`config.mk`:
```
export PLATFORM = sky130hd
export DESIGN_NAME = uart_loop_buf_flat
export DESIGN_NICKNAME = d
export VERILOG_FILES = /design/src/rtl/uart_pkg.sv /design/src/rtl/uart_loop_buf_if.sv /design/src/rtl/uart_loop_buf_sync_fifo.sv /design/src/rtl/uart_loop_buf.sv /design/src/flat_wrapper.sv
export SDC_FILE = /design/constraint.sdc
export NUM_CORES = 1
export LEC_CHECK = 0
export ABC_AREA = 1
export BUFFER_PORTS_ARGS = -buffer_cell sky130_fd_sc_hd__buf_2
export CAP_MARGIN = 20
export CORE_UTILIZATION = 45
export CTS_BUF_LIST = sky130_fd_sc_hd__clkbuf_8
export DETAILED_ROUTE_END_ITERATION = 10
export GPL_TIMING_DRIVEN = 0
export PLACE_DENSITY = 0.64
export SYNTH_ARGS = -nofsm -noshare
export SYNTH_HDL_FRONTEND = slang
export SYNTH_SLANG_ARGS = --single-unit
export TNS_END_PERCENT = 100
```
`constraint.sdc`:
```
create_clock -name sys_clk -period 2.5 [get_ports sys_clk]
set_input_delay 0.5 -clock sys_clk [delete_from_list [all_inputs] [get_ports sys_clk]]
set_output_delay 0.5 -clock sys_clk [all_outputs]
set_load 0.01 [all_outputs]
```
`src/rtl/uart_pkg.sv`:
```
// Shared UART constants, frame-time helper and pacer state encoding.
package uart_pkg;

    localparam int UART_DATA_W     = 8;
    localparam int UART_FRAME_BITS = 10;
    localparam int DEF_CLK_FREQ    = 50_000_000;
    localparam int DEF_UART_BPS    = 9600;

    // Divide before multiplying so the result matches the uart_rx/uart_tx baud divider.
    function automatic int frame_clks(input int clk_freq, input int bps, input int bits);
        return (clk_freq / bps) * bits;
    endfunction

    typedef enum logic [1:0] {IDLE, SEND, WAIT} pacer_state_e;

endpackage

```
`src/rtl/uart_loop_buf_if.sv`:
```
// Byte stream and status bundle between uart_rx/uart_tx and the loopback buffer.
// UART_BUF_STATS_EN adds the rx_bytes/tx_bytes counters.
interface uart_loop_buf_if #(parameter int DEPTH = 16);

    localparam int CNT_W = $clog2(DEPTH) + 1;

    logic [7:0]       pi_data;
    logic             pi_flag;
    logic [7:0]       po_data;
    logic             po_flag;
    logic [CNT_W-1:0] fifo_cnt;
    logic             full;
    logic             empty;
    logic             ovf_err;
`ifdef UART_BUF_STATS_EN
    logic [15:0]      rx_bytes;
    logic [15:0]      tx_bytes;
`endif

`ifdef UART_BUF_STATS_EN
    modport master (output pi_data, pi_flag,
                    input  po_data, po_flag, fifo_cnt, full, empty, ovf_err, rx_bytes, tx_bytes);
    modport slave  (input  pi_data, pi_flag,
                    output po_data, po_flag, fifo_cnt, full, empty, ovf_err, rx_bytes, tx_bytes);
`else
    modport master (output pi_data, pi_flag,
                    input  po_data, po_flag, fifo_cnt, full, empty, ovf_err);
    modport slave  (input  pi_data, pi_flag,
                    output po_data, po_flag, fifo_cnt, full, empty, ovf_err);
`endif

endinterface

```
`src/rtl/uart_loop_buf_sync_fifo.sv`:
```
// Synchronous FIFO with explicit occupancy counter; head word is presented combinationally.
module sync_fifo #(
    parameter int DEPTH  = 16,
    parameter int DATA_W = 8
) (
    input  logic                     clk,
    input  logic                     rst,
    input  logic                     wr_en,
    input  logic [DATA_W-1:0]        wr_data,
    output logic                     wr_ok,
    input  logic                     rd_en,
    output logic [DATA_W-1:0]        rd_data,
    output logic [$clog2(DEPTH):0]   cnt,
    output logic                     full,
    output logic                     empty
);

    localparam int AW = $clog2(DEPTH);

    logic [DATA_W-1:0] mem [DEPTH];
    logic [AW-1:0]     wr_ptr, rd_ptr;

    assign full    = (cnt == (AW+1)'(DEPTH));
    assign empty   = (cnt == '0);
    // A pop in the same cycle frees the slot, so a full FIFO can still take a write.
    assign wr_ok   = wr_en && (!full || rd_en);
    assign rd_data = mem[rd_ptr];

    always_ff @(posedge clk) begin
        if (wr_ok) mem[wr_ptr] <= wr_data;
    end

    always_ff @(posedge clk or posedge rst) begin
        if (rst) begin
            wr_ptr <= '0;
            rd_ptr <= '0;
            cnt    <= '0;
        end else begin
            if (wr_ok) wr_ptr <= wr_ptr + 1'b1;
            if (rd_en) rd_ptr <= rd_ptr + 1'b1;
            case ({wr_ok, rd_en})
                2'b10:   cnt <= cnt + 1'b1;
                2'b01:   cnt <= cnt - 1'b1;
                default: cnt <= cnt;
            endcase
        end
    end

endmodule

```
`src/rtl/uart_loop_buf.sv`:
```
// FIFO plus frame-time pacer feeding uart_tx at most one byte per UART frame.
// Define UART_BUF_STATS_EN to add rx_bytes/tx_bytes counters.
module uart_loop_buf
    import uart_pkg::*;
#(
    parameter int DEPTH      = 16,
    parameter int CLK_FREQ   = DEF_CLK_FREQ,
    parameter int UART_BPS   = DEF_UART_BPS,
    parameter int FRAME_BITS = UART_FRAME_BITS
) (
    input  logic           sys_clk,
    input  logic           sys_rst,
    uart_loop_buf_if.slave bus
);

    localparam int FRAME_CLKS = frame_clks(CLK_FREQ, UART_BPS, FRAME_BITS);
    localparam int TMR_W      = $clog2(FRAME_CLKS) + 1;

    pacer_state_e            state, state_nxt;
    logic [TMR_W-1:0]        tmr;
    logic                    pop, wr_ok;
    logic [UART_DATA_W-1:0]  head;
    logic [$clog2(DEPTH):0]  cnt;
    logic                    full, empty;
    logic [UART_DATA_W-1:0]  po_data_q;
    logic                    po_flag_q, ovf_q;

    sync_fifo #(.DEPTH(DEPTH), .DATA_W(UART_DATA_W)) u_fifo (
        .clk     (sys_clk),
        .rst     (sys_rst),
        .wr_en   (bus.pi_flag),
        .wr_data (bus.pi_data),
        .wr_ok   (wr_ok),
        .rd_en   (pop),
        .rd_data (head),
        .cnt     (cnt),
        .full    (full),
        .empty   (empty)
    );

    always_ff @(posedge sys_clk or posedge sys_rst) begin
        if (sys_rst) state <= IDLE;
        else         state <= state_nxt;
    end

    always_comb begin
        state_nxt = state;
        case (state)
            IDLE:    if (!empty) state_nxt = SEND;
            SEND:    state_nxt = WAIT;
            WAIT:    if (tmr == '0) state_nxt = empty ? IDLE : SEND;
            default: state_nxt = IDLE;
        endcase
    end

    always_comb begin
        pop = (state == SEND);
    end

    // SEND plus FRAME_CLKS-1 WAIT cycles gives exactly FRAME_CLKS between pulses.
    always_ff @(posedge sys_clk or posedge sys_rst) begin
        if (sys_rst) begin
            tmr       <= '0;
            po_data_q <= '0;
            po_flag_q <= 1'b0;
            ovf_q     <= 1'b0;
        end else begin
            po_flag_q <= pop;
            if (pop) begin
                po_data_q <= head;
                tmr       <= TMR_W'(FRAME_CLKS - 2);
            end else if (state == WAIT && tmr != '0) begin
                tmr <= tmr - 1'b1;
            end
            if (bus.pi_flag && !wr_ok) ovf_q <= 1'b1;
        end
    end

    assign bus.po_data  = po_data_q;
    assign bus.po_flag  = po_flag_q;
    assign bus.fifo_cnt = cnt;
    assign bus.full     = full;
    assign bus.empty    = empty;
    assign bus.ovf_err  = ovf_q;

`ifdef UART_BUF_STATS_EN
    logic [15:0] rx_q, tx_q;

    always_ff @(posedge sys_clk or posedge sys_rst) begin
        if (sys_rst) begin
            rx_q <= '0;
            tx_q <= '0;
        end else begin
            if (wr_ok) rx_q <= rx_q + 16'd1;
            if (pop)   tx_q <= tx_q + 16'd1;
        end
    end

    assign bus.rx_bytes = rx_q;
    assign bus.tx_bytes = tx_q;
`endif

endmodule
```
`src/flat_wrapper.sv`:
```
// flat-port wrapper written by rule: the top's interface ports become plain ports
module uart_loop_buf_flat import uart_pkg::*;
#(
    parameter int DEPTH      = 16,
    parameter int CLK_FREQ   = DEF_CLK_FREQ,
    parameter int UART_BPS   = DEF_UART_BPS,
    parameter int FRAME_BITS = UART_FRAME_BITS
)
  (sys_clk, sys_rst, bus_pi_data, bus_pi_flag, bus_po_data, bus_po_flag, bus_fifo_cnt, bus_full, bus_empty, bus_ovf_err);
  uart_loop_buf_if #(.DEPTH(DEPTH)) bus_i ();
  input  logic sys_clk;
  input  logic sys_rst;
  input wire logic [$bits(bus_i.pi_data)-1:0] bus_pi_data;
  input wire logic [$bits(bus_i.pi_flag)-1:0] bus_pi_flag;
  output wire logic [$bits(bus_i.po_data)-1:0] bus_po_data;
  output wire logic [$bits(bus_i.po_flag)-1:0] bus_po_flag;
  output wire logic [$bits(bus_i.fifo_cnt)-1:0] bus_fifo_cnt;
  output wire logic [$bits(bus_i.full)-1:0] bus_full;
  output wire logic [$bits(bus_i.empty)-1:0] bus_empty;
  output wire logic [$bits(bus_i.ovf_err)-1:0] bus_ovf_err;
  assign bus_i.pi_data = bus_pi_data;
  assign bus_i.pi_flag = bus_pi_flag;
  assign bus_po_data = bus_i.po_data;
  assign bus_po_flag = bus_i.po_flag;
  assign bus_fifo_cnt = bus_i.fifo_cnt;
  assign bus_full = bus_i.full;
  assign bus_empty = bus_i.empty;
  assign bus_ovf_err = bus_i.ovf_err;
  uart_loop_buf #(.DEPTH(DEPTH), .CLK_FREQ(CLK_FREQ), .UART_BPS(UART_BPS), .FRAME_BITS(FRAME_BITS)) u_core (.sys_clk(sys_clk), .sys_rst(sys_rst), .bus(bus_i));
endmodule
```
==> qor_table.md <==
| Metric | Value |
|---|---|
| Clock tree from TritonCTS | built |
| Class of the tightest hold or removal check | primary input to register |
| Total of fill cells in the finished design | 1497 |
| Max rail drop VDD | 0.4560 mV |
| Aggregate routed wire length | 16770 um |
| Max stage delay on crit path | 0.63 ns |
| Number of synthesized register bits | 170 |
| Number of flops mapped to enable cells by yosys | 128 |
| Number of standard cells in the final layout excluding fillers | 1023 |
| Top post-synthesis cells by area | edfxtp_1 (51%), dfrtp_1 (14%), nand2_1 (13%) |
| Area added between synthesis and finish | 10.94% |
| Number of clock sinks | 170 |
| Kind of start point of the critical path | register |
| Number of nets at the end of the flow | 811 |
| Vias in the first global route | 5345 |
| Final cycle utilization of the critical path | 91.79% |
| Leakage power of the design | 3.512 nW |
| Share of layout cells above drive strength 1 | 12.20% |
| Maximum number of pins on one net before global-route repair | 33 |
| Most used flip-flop cell after synthesis | edfxtp_1 |
| Hold Vio Cnt, Final | 0 |
| Die footprint | 17320 um2 |
| Mapped Nets | 763 |
| Worst r2r src | u_core.state[1]$_DFFE_PP0P_ |
| Number of buffers created by CTS | 17 |
| First-pass GRT wire length | 27190 um |
| HP Start | bus_pi_flag |
| Setup repair after global routing missed its margin | false |
| Global router's overall resource usage | 20.59% |
| Reg2reg path depth | 7 |
| Effective utilization at floorplan | 45.91% |
| Worst-case clock buffer depth | 2 |
| Library cell used as clock root buffer | clkbuf_8 |
| Worst-case headroom to the max-slew limit | 47.28% |
| PnR worst setup slack | 0.2052 ns |
| Post-route ant nets | 0 |
| Library cell contributing the largest single delay on the critical path | nor2_1 |
| Seq/Total Area, Yosys | 64.75% |
| Leading cell type by number of instances after synthesis | nand2_1 |
| Number of antenna violations at the first check in global routing | 0 |
| Arrival time reported for the critical path endpoint | 2.37 ns |
| Inserted Diodes | 0 |
| Final count of negative-setup-slack endpoints | 0 |
| Vert. Die Dim | 131.6 um |
| Status | complete, no violations |
| Die W | 131.6 um |
| Routability cong. | 0.8647 |
| Total of buffers placed on input and output ports | 27 |
| Mean instance size in the synthesized netlist | 10.19 um2 |
| Share of total power in the clock network | 31.2% |
| Capture endpoint of the worst hold path | u_core.bus.ovf_err$_DFFE_PP0P_ |
| Fraction of post-synthesis cell area in the top cell type by area | 50.84% |
| Critical Setup Path Class | register to register |
| Switching power as a share of total power | 25.82% |
| Critical R2R Capture | u_core.u_fifo.mem[12][3]$_DFFE_PP_ |
| Worst Clk Skew | 0.01163 ns |
| Critical Path End Type | register |
| Area of the mapped netlist | 7560 um2 |
| Half-perimeter wire length of the detailed placement result | 11730 um |
| Count of warnings emitted by yosys | 0 |
| Commonest cells post-synth | nand2_1 (262), edfxtp_1 (128), nand3_1 (114) |
| Cells after DPL | 990 |
| Routed via count | 5398 |
| CTS H-tree lvls | 4 |
| Violation count after the first detailed-routing iteration | 305 |
| Clk Latency, worst-skew pair | 0.45 ns |
| Final Critical Period | 2.295 ns |
| List of cells traversed by the critical path | inv_1 -> nand2_2 -> inv_2 -> nor2_1 -> nor2_4 -> nand2_1 -> nor2_1 |
| Clock input transition at the sequential cells of the worst setup and hold paths | 0.08 ns |
| Part of the power in combinational logic | 11.7% |
| Final routed wire length divided by cell count | 16.39 um |
| Internal Dissipation | 0.004480 W |
| Top cell type by total area after synthesis | edfxtp_1 |
| Worst Setup Slack post-DPL | 0.1816 ns |
| Slew at the pin with the worst max-slew slack | 0.7879 ns |
| Required @ worst endpoint | 2.58 ns |
| Post-synth ARST share | 24.71% |
| Cell depth of the worst hold path | 2 |
| Number of detailed-route iterations in the first pass | 8 |
| Number of resized instances in the post-cts repair step | 0 |
| Worst Path Max Fanout | 10 |
| Register share of total power | 57.1% |
| Drt drc | 0 |
| Number of top-level pins | 28 |
| MaxCap Viol Count | 0 |
| Placeable core region | 16470 um2 |
| Number of placement rows | 47 |
| Highest clock frequency the design can meet | 0.4358 GHz |
| Gate Count Post-Synth | 742 |
| Power per Cell Area | 720.1 nW/um2 |
| Detail-routed via count per cell | 5.277 |
| Sum of overflow across all layers after global routing | 0 |
| Utilization after layout | 50.93% |
| Yosys cell types | 31 |
| Max Transition Viols Final | 0 |
| CP most frequent cell | nor2_1 |
| TNS Setup | 0 ns |
| Switching pwr | 0.001559 W |
| Worst reg2reg setup slack | 0.21 ns |
[power groups by stage]
stage | combinational, W | sequential (W) | clock [W]
final | 0.000707 | 0.00345 | 0.00189
after global routing | 0.000794 | 0.00347 | 0.00202
after CTS | 0.000712 | 0.00345 | 0.00191
after detailed placement | 0.000710 | 0.00351 | 0
after global placement | 0.000678 | 0.00350 | 0
after floorplan | 0.000433 | 0.00350 | 0
[state kept, by name, indices dropped and copies added, names as in the netlist]
name                  flops
u_core.state              2
u_core.bus.po_data        8
u_core.bus.ovf_err        1
u_core.tmr               17
u_core.u_fifo.rd_ptr      4
u_core.u_fifo.cnt         5
u_core.u_fifo.mem       128
u_core.bus.po_flag        1
u_core.u_fifo.wr_ptr      4
[cell usage in the layout, fill, tap and decap left out, types with 9 or more instances in the layout]
cell type,instances
clkbuf_8,20
nand3b_1,9
nor2_1,39
inv_1,41
a21oi_1,25
nand3_1,114
ha_1,9
nand2_1,262
edfxtp_1,128
dfrtp_1,42
buf_2,46
[what timing repair did]
item	in CTS	in global routing
endpoints found under the hold margin	10	0
setup buffers	0	0
hold buffers	1	0
[worst max-delay path by stage]
stage | startpoint | endpoint | slack, ns | cells after the start
2_1_floorplan | u_core.u_fifo.cnt[2]$_DFFE_PP0P_ | u_core.u_fifo.mem[3][0]$_DFFE_PP_ | 0.72 | 6
3_3_place_gp | u_core.state[1]$_DFFE_PP0P_ | u_core.u_fifo.mem[12][3]$_DFFE_PP_ | 0.26 | 7
3_5_place_dp | u_core.state[1]$_DFFE_PP0P_ | u_core.u_fifo.mem[12][6]$_DFFE_PP_ | 0.18 | 7
4_1_cts | u_core.state[1]$_DFFE_PP0P_ | u_core.u_fifo.mem[12][3]$_DFFE_PP_ | 0.17 | 7
5_1_grt | u_core.state[1]$_DFFE_PP0P_ | u_core.u_fifo.mem[13][3]$_DFFE_PP_ | 0.02 | 7
6_report | u_core.state[1]$_DFFE_PP0P_ | u_core.u_fifo.mem[12][3]$_DFFE_PP_ | 0.21 | 7
[kinds of logic (layout without fill, tap and decap cells)]
family	Yosys count	count (layout)	share of synthesized area [%]
flops	170	170	64.75
compound gates	36	36	2.416
simple gates	446	446	26.02
xor+xnor	8	8	0.9269
buf+inv	72	133	4.138
fa+ha+maj	10	10	1.754
[per-layer routing]
| metal | vias up | track usage (%) | wire [um] |
|---|---|---|---|
| met4 | 0 | 8.269 | 326 |
| met5 | - | 0 | 0 |
| met3 | 29 | 4.051 | 846 |
| met1 | 2613 | 26.61 | 7345 |
| met2 | 176 | 34.01 | 8249 |
| li1 | 2580 | - | - |
[final cells by class]
cell class	count	area [um2]	area share, %
Inverter	43	161.4	1.925
Clock inverter	12	111.4	1.328
Buffer	29	151.4	1.805
Sequential cell	170	4895	58.36
Clock buffer	20	275.3	3.282
Multi-Input combinational cell	500	2352	28.05
Timing Repair Buffer	29	165.2	1.969
Tap cell	220	275.3	3.282
[through the flow]
step           cell area [um2]  hold slack (ns)  total power (W)
6_report                  8387           0.3088         0.006039
5_1_grt                   8387           0.3148         0.006290
4_1_cts                   8387           0.2909         0.006067
3_5_place_dp              7990           0.4485         0.004219
3_3_place_gp              7970           0.4366         0.004174
2_1_floorplan             7560           0.4625         0.003932
[worst max-delay path, delay by kind of cell, from the launching register on]
| family | cells | cell delay [ns] |
|---|---|---|
| flip-flops | 1 | 0.39 |
| buffers and inverters | 2 | 0.20 |
| AND/OR/NAND/NOR | 5 | 1.33 |
(Power assumes the default switching activity.)
